[config.mk]
export PLATFORM = sky130hd
export DESIGN_NAME = alu_issue_stage
export DESIGN_NICKNAME = d
export VERILOG_FILES = /design/src/rtl/alu_issue_stage.sv
export SDC_FILE = /design/constraint.sdc
export NUM_CORES = 1
export LEC_CHECK = 0
export CAP_MARGIN = 15
export CORE_MARGIN = 2
export CORE_UTILIZATION = 60
export DETAILED_ROUTE_END_ITERATION = 8
export GPL_TIMING_DRIVEN = 0
export MAX_ROUTING_LAYER = met4
export PLACE_DENSITY = 0.95
export SLEW_MARGIN = 15
export SYNTH_ARGS = -nofsm -noshare
export SYNTH_HDL_FRONTEND = slang
export SYNTH_SLANG_ARGS = --single-unit
[constraint.sdc]
create_clock -name clk -period 13.2 [get_ports clk]
set_input_delay 2.64 -clock clk [delete_from_list [all_inputs] [get_ports clk]]
set_output_delay 2.64 -clock clk [all_outputs]
set_load 0.02 [all_outputs]
[src/rtl/alu_issue_stage.sv]
// alu_issue_stage
//   Issue/writeback stage in front of a combinational 19-bit ALU. Each instruction
//   takes three cycles (IDLE accept -> EXEC -> WB). Operands are read from an 8x19
//   register file, the ALU result is captured at the end of EXEC, and it is written
//   back at the end of WB. Divide-by-zero and illegal opcodes are handled locally.
//
//   Optional build macro ISSUE_DBG_PORT_EN adds a combinational register-file read
//   port (dbg_addr / dbg_data).
//
// Ports
//   clk, rst            clock (rising edge), asynchronous active-high reset
//   instr_valid/ready   instruction handshake; instr = {op[3:0], rd, rs1, rs2, 6'reserved}
//   alu_r2, alu_r3      operand A / operand B to the ALU
//   alu_op              opcode to the ALU
//   alu_r1, alu_zero    ALU result and Zero output
//   wb_valid, wb_data   one-cycle retire pulse and the retiring value
//   zero_flag           Zero of the last retired legal instruction
//   div0_err            sticky divide-by-zero flag
//   illegal_err         sticky illegal-opcode flag
//   retired_cnt         retired-instruction counter (wraps)
//   dbg_addr, dbg_data  (ISSUE_DBG_PORT_EN only) register-file peek, R0 reads 0
module alu_issue_stage #(
  parameter int NREGS = 8,
  parameter int CNT_W = 16
) (
  input  logic             clk,
  input  logic             rst,
  input  logic             instr_valid,
  output logic             instr_ready,
  input  logic [18:0]      instr,
  output logic [18:0]      alu_r2,
  output logic [18:0]      alu_r3,
  output logic [3:0]       alu_op,
  input  logic [18:0]      alu_r1,
  input  logic             alu_zero,
  output logic             wb_valid,
  output logic [18:0]      wb_data,
  output logic             zero_flag,
  output logic             div0_err,
  output logic             illegal_err,
  output logic [CNT_W-1:0] retired_cnt
`ifdef ISSUE_DBG_PORT_EN
  ,
  input  logic [2:0]       dbg_addr,
  output logic [18:0]      dbg_data
`endif
);

  localparam int          DATA_W  = 19;
  localparam logic [3:0]  OP_DIV  = 4'd3;
  localparam logic [3:0]  OP_LAST = 4'd9;

  typedef enum logic [1:0] {IDLE, EXEC, WB} state_t;

  state_t            state, state_nxt;
  logic              accept;
  logic [DATA_W-1:0] rf [NREGS];

  logic [2:0]        rd_p0;
  logic              legal_p1;
  logic              div0_p1;
  logic              zq_p1;

  logic              exec_legal;
  logic              exec_div0;

  // Reserved instruction bits carry no meaning.
  logic              unused_rsvd;
  assign unused_rsvd = ^instr[5:0];

  // Register 0 is hard-wired to zero on every read path.
  function automatic logic [DATA_W-1:0] rf_rd(input logic [2:0] a);
    return (a == 3'd0) ? '0 : rf[a];
  endfunction

  // Value retired by an instruction: zero for illegal opcodes, saturated
  // all-ones for divide-by-zero, otherwise the ALU result.
  function automatic logic [DATA_W-1:0] wb_result(input logic legal, input logic dz,
                                                  input logic [DATA_W-1:0] r);
    if (!legal) return '0;
    if (dz)     return '1;
    return r;
  endfunction

  assign exec_legal = (alu_op <= OP_LAST);
  assign exec_div0  = (alu_op == OP_DIV) && (alu_r3 == '0);

  always_comb begin
    state_nxt   = state;
    instr_ready = 1'b0;
    wb_valid    = 1'b0;
    accept      = 1'b0;
    case (state)
      IDLE: begin
        // Ready is suppressed while reset is held even though state is IDLE.
        instr_ready = !rst;
        accept      = instr_valid && !rst;
        if (accept) state_nxt = EXEC;
      end
      EXEC: state_nxt = WB;
      WB: begin
        wb_valid  = 1'b1;
        state_nxt = IDLE;
      end
      default: state_nxt = IDLE;
    endcase
  end

  always_ff @(posedge clk or posedge rst) begin
    if (rst) begin
      state       <= IDLE;
      alu_op      <= '0;
      alu_r2      <= '0;
      alu_r3      <= '0;
      wb_data     <= '0;
      zero_flag   <= 1'b0;
      div0_err    <= 1'b0;
      illegal_err <= 1'b0;
      retired_cnt <= '0;
      for (int i = 0; i < NREGS; i++) rf[i] <= '0;
    end else begin
      state <= state_nxt;
      // p0: issue - operands and opcode registered straight onto the ALU inputs
      if (accept) begin
        alu_op <= instr[18:15];
        alu_r2 <= rf_rd(instr[11:9]);
        alu_r3 <= rf_rd(instr[8:6]);
      end
      // p1: execute - wb_data doubles as the captured result register
      if (state == EXEC) wb_data <= wb_result(exec_legal, exec_div0, alu_r1);
      // p2: writeback
      if (state == WB) begin
        retired_cnt <= retired_cnt + CNT_W'(1);
        if (legal_p1) begin
          if (rd_p0 != 3'd0) rf[rd_p0] <= wb_data;
          zero_flag <= zq_p1;
          if (div0_p1) div0_err <= 1'b1;
        end else begin
          illegal_err <= 1'b1;
        end
      end
    end
  end

  always_ff @(posedge clk) begin
    if (accept) rd_p0 <= instr[14:12];
    if (state == EXEC) begin
      legal_p1 <= exec_legal;
      div0_p1  <= exec_legal && exec_div0;
      zq_p1    <= exec_legal && !exec_div0 && alu_zero;
    end
  end

`ifdef ISSUE_DBG_PORT_EN
  assign dbg_data = rf_rd(dbg_addr);
`endif

endmodule

==> flow_summary_export.csv <==
group,metric,value,unit
finish,regArea,5560,sq um
finish,finalNetCount,971,
clock_network,cts_tree,"yes",
worst_setup_path,worst-path-max-fanout,2,
placement,port_buffers,115,
worst_setup_path,cp.required,10.56,ns
worst_setup_path,rrSetupSlack,10.84,ns
clock_network,root_buffer,"clkbuf_16",
route,drt_iter0_markers,952,
synth,syn_area_per_cell,13.34,sq um
synth,synth_nets,829,
route,wl_per_cell,26.28,um
worst_setup_path,cp-end-kind,"output port",
synth,yosys.area.top_type,"dfrtp_1",
sta,fin_setup_tns,0,ns
global_route,grt_usage,34.94,%
synth,synth_top_area_share,51.32,%
sta,final_max_slew_viol_count,0,
synth,seq_area_frac_synth,53.04,%
synth,synth_xor_area_share,1.253,%
finish,fin_cells,1168,
clock_network,clk_pin_slew,0.05,ns
finish,fillers,1046,
synth,synth_compound_area_share,7.914,%
global_route,grt_max_degree,113,
worst_setup_path,r2r_start,"state[0]$_DFFE_PP0P_",
synth,synth_mux_area_share,27.11,%
status,status,"completed",
route,first_pass_iters,5,
synth,yosysWarnings,0,
sta,tightest_slew,0.9167,ns
route,ant_nets,0,
synth,yosys.area_share.adder,0.1194,%
floorplan,start_util,61.03,%
synth,synth_area_leaders,"dfrtp_1, mux2_2, mux4_2",
synth,synth_top_family_by_area,"multiplexers",
sta,hold_violations,0,
min_path,hold_path_class,"reg -> reg",
synth,synth_cells,786,
route,viasPerCell,6.754,
floorplan,die_y,136.2,um
sta,setup_violations,0,
global_route,grt_pass1_vias,8444,
worst_setup_path,reg2regPathDepth,7,
global_route,antenna_found_initial,0,
min_path,worstHoldStart,"div0_err$_DFFE_PP0P_",
sta,relSlewSlack,38.55,%
synth,ys_types,41,
worst_setup_path,startpoint,"rst",
global_route,grt_pass1_wl,47510,um
route,routed_wl,30700,um
floorplan,die-area,18540,sq um
sta,fin_crit_sh,50.91,%
finish,drive_above_1_share,29.37,%
worst_setup_path,cp-start-kind,"input pin",
finish,num_antenna_cells,0,
sta,rsz0062_at_grt,"false",
floorplan,die-width,136.2,um
route,post-route-drc-count,0,
min_path,hold_path_end,"div0_err$_DFFE_PP0P_",
clock_network,cts_sinks,221,
worst_setup_path,critPathKind,"in -> out",
clock_network,cts_buffer_depth,3,
worst_setup_path,worstPathArrival,4.08,ns
global_route,grt_overflow,0,
sta,period_needed,6.721,ns
power,powerDensity,163.4,nW/um^2
finish,area_growth,20.89,%
min_path,min_path_cells,1,
sta,clock.fmax,148.8,MHz
clock_network,cts_resized,0,
floorplan,ios,124,
job,max_cap_violations,0,
finish,multi_input_area,4623,sq um
power,peakVddDrop,111.6,uV
clock_network,ctsHoldBuffers,0,
power,leakagePower,5.687,nW
placement,dp.cells,1128,
synth,netlist_area,10480,sq um
clock_network,cts_setup_buffers,0,
placement,dp_hpwl,19890,um
sta,finClkSkew,0.01861,ns
placement,gp_congestion,0.8881,
route,num_vias,7889,
clock_network,htree_levels,1,
worst_setup_path,r2r_end,"rf[42]$_DFFE_PP0P_",
clock_network,cts_buffers,23,
floorplan,core,17180,sq um
clock_network,insertion_delay,0.51,ns
floorplan,rows,48,
synth,synth-simple-area-share,7.711,%
synth,ys_seq_elements,221,
flip-flops by register name, summed over array words and instances, names as in the netlist, 2 cells and up:
register,cells
rf,133
state,2
alu_op,4
alu_r3,19
rd_p0,3
alu_r2,19
wb_data,19
retired_cnt,16
report_power, final:
| group | switching (W) | leakage, nW | internal [W] | total (W) |
|---|---|---|---|---|
| Combinational | 0.000235 | 2.44 | 0.000256 | 0.000491 |
| Clock | 0.000261 | 0.344 | 0.000349 | 0.000610 |
| Sequential | 0.000160 | 2.90 | 0.000809 | 0.000969 |
| Total | 0.000656 | 5.69 | 0.00141 | 0.00207 |
how the worst max path moves through the flow:
stage,end,slack [ns],depth (start not counted)
floorplan,alu_op[0]$_DFFE_PP0P_,4.68,1
global placement,rf[60]$_DFFE_PP0P_,2.11,2
detailed placement,instr_ready,6.48,3
CTS,instr_ready,6.49,3
global route,instr_ready,6.43,3
finish,instr_ready,6.48,3
cell usage after synthesis:
cell type	count
mux2_2	163
and4_1	3
nor2b_1	40
nor3b_1	2
xor2_1	5
clkbuf_1	28
dfrtp_1	215
edfxtp_1	6
nor4bb_1	1
buf_2	20
nor3_1	2
o31ai_1	38
a221oi_1	38
buf_4	4
and2b_1	1
nand3b_1	3
a31o_2	1
and3_1	1
and2_1	1
o21ai_0	20
xnor2_1	10
nor3_2	1
buf_1	1
mux4_2	38
a21o_1	1
nand2_1	78
nand4_1	2
nor2_1	5
nand3_1	7
a21oi_1	19
buf_6	3
inv_1	7
nor4_1	4
nand3_4	1
nor2_2	1
or4_1	2
nand4b_1	1
or3_1	1
ha_1	1
mux2_4	10
nand2b_1	1
routing by layer:
| metal | routed length (um) | track usage [%] | vias up |
|---|---|---|---|
| met5 | 0 | - | - |
| met4 | 1373 | 15.28 | 0 |
| met3 | 3178 | 8.501 | 130 |
| met2 | 14420 | 53.74 | 597 |
| met1 | 11730 | 44.58 | 3953 |
| li1 | - | - | 3209 |
per-stage QoR:
| stage | hold slack (ns) | total power [W] | area (sq um) | setup slack, ns | util, % |
|---|---|---|---|---|---|
| 4_1_cts | 0.4674 | 0.002054 | 12670 | 6.488 | 73.78 |
| 3_3_place_gp | 0.4397 | 0.001394 | 11920 | 2.112 | 69.37 |
| 2_1_floorplan | 0.4553 | 0.001206 | 10480 | 4.681 | - |
| 3_5_place_dp | 0.4447 | 0.001434 | 11980 | 6.477 | 69.73 |
| 5_1_grt | 0.5012 | 0.002136 | 12670 | 6.430 | 73.78 |
| 6_report | 0.4681 | 0.002070 | 12670 | 6.479 | 73.78 |
worst max-delay path, stage by stage:
cell	delay (ns)
clkdlybuf4s50_1	0.51
nor3_1	0.27
clkdlybuf4s50_1	0.66
cells by family after synthesis:
| family | after synthesis |
|---|---|
| AOI/OAI and AO/OA | 117 |
| DFF | 221 |
| buffers and inverters | 63 |
| and+or+nand+nor | 158 |
| adders and majority gates | 1 |
| xor gates and xnor gates | 15 |
| muxes | 211 |
layout make-up:
cell class              count  share of cell area (%)
clock inverters             4                  0.1580
repair buffers            117                   9.518
inverters                   7                  0.2666
flip-flops and latches    221                   43.88
well taps                 225                   2.222
multi-input cells         502                   36.48
plain buffers              56                   2.152
clock buffers              36                   5.322
cells in the final DEF (no fill, tap or decap), types with 7 or more instances in the layout:
master and count:
mux2_4 10, nand2_1 78, nor2b_1 40, a221oi_1 38, dfrtp_1 215, o31ai_1 38
clkbuf_1 36, clkdlybuf4s50_1 115, mux4_2 38, xnor2_1 10, mux2_2 163, o21ai_0 20
buf_2 20, clkbuf_16 23, a21oi_1 19, nand3_1 7
No activity file was read; power rests on OpenSTA's default activity.
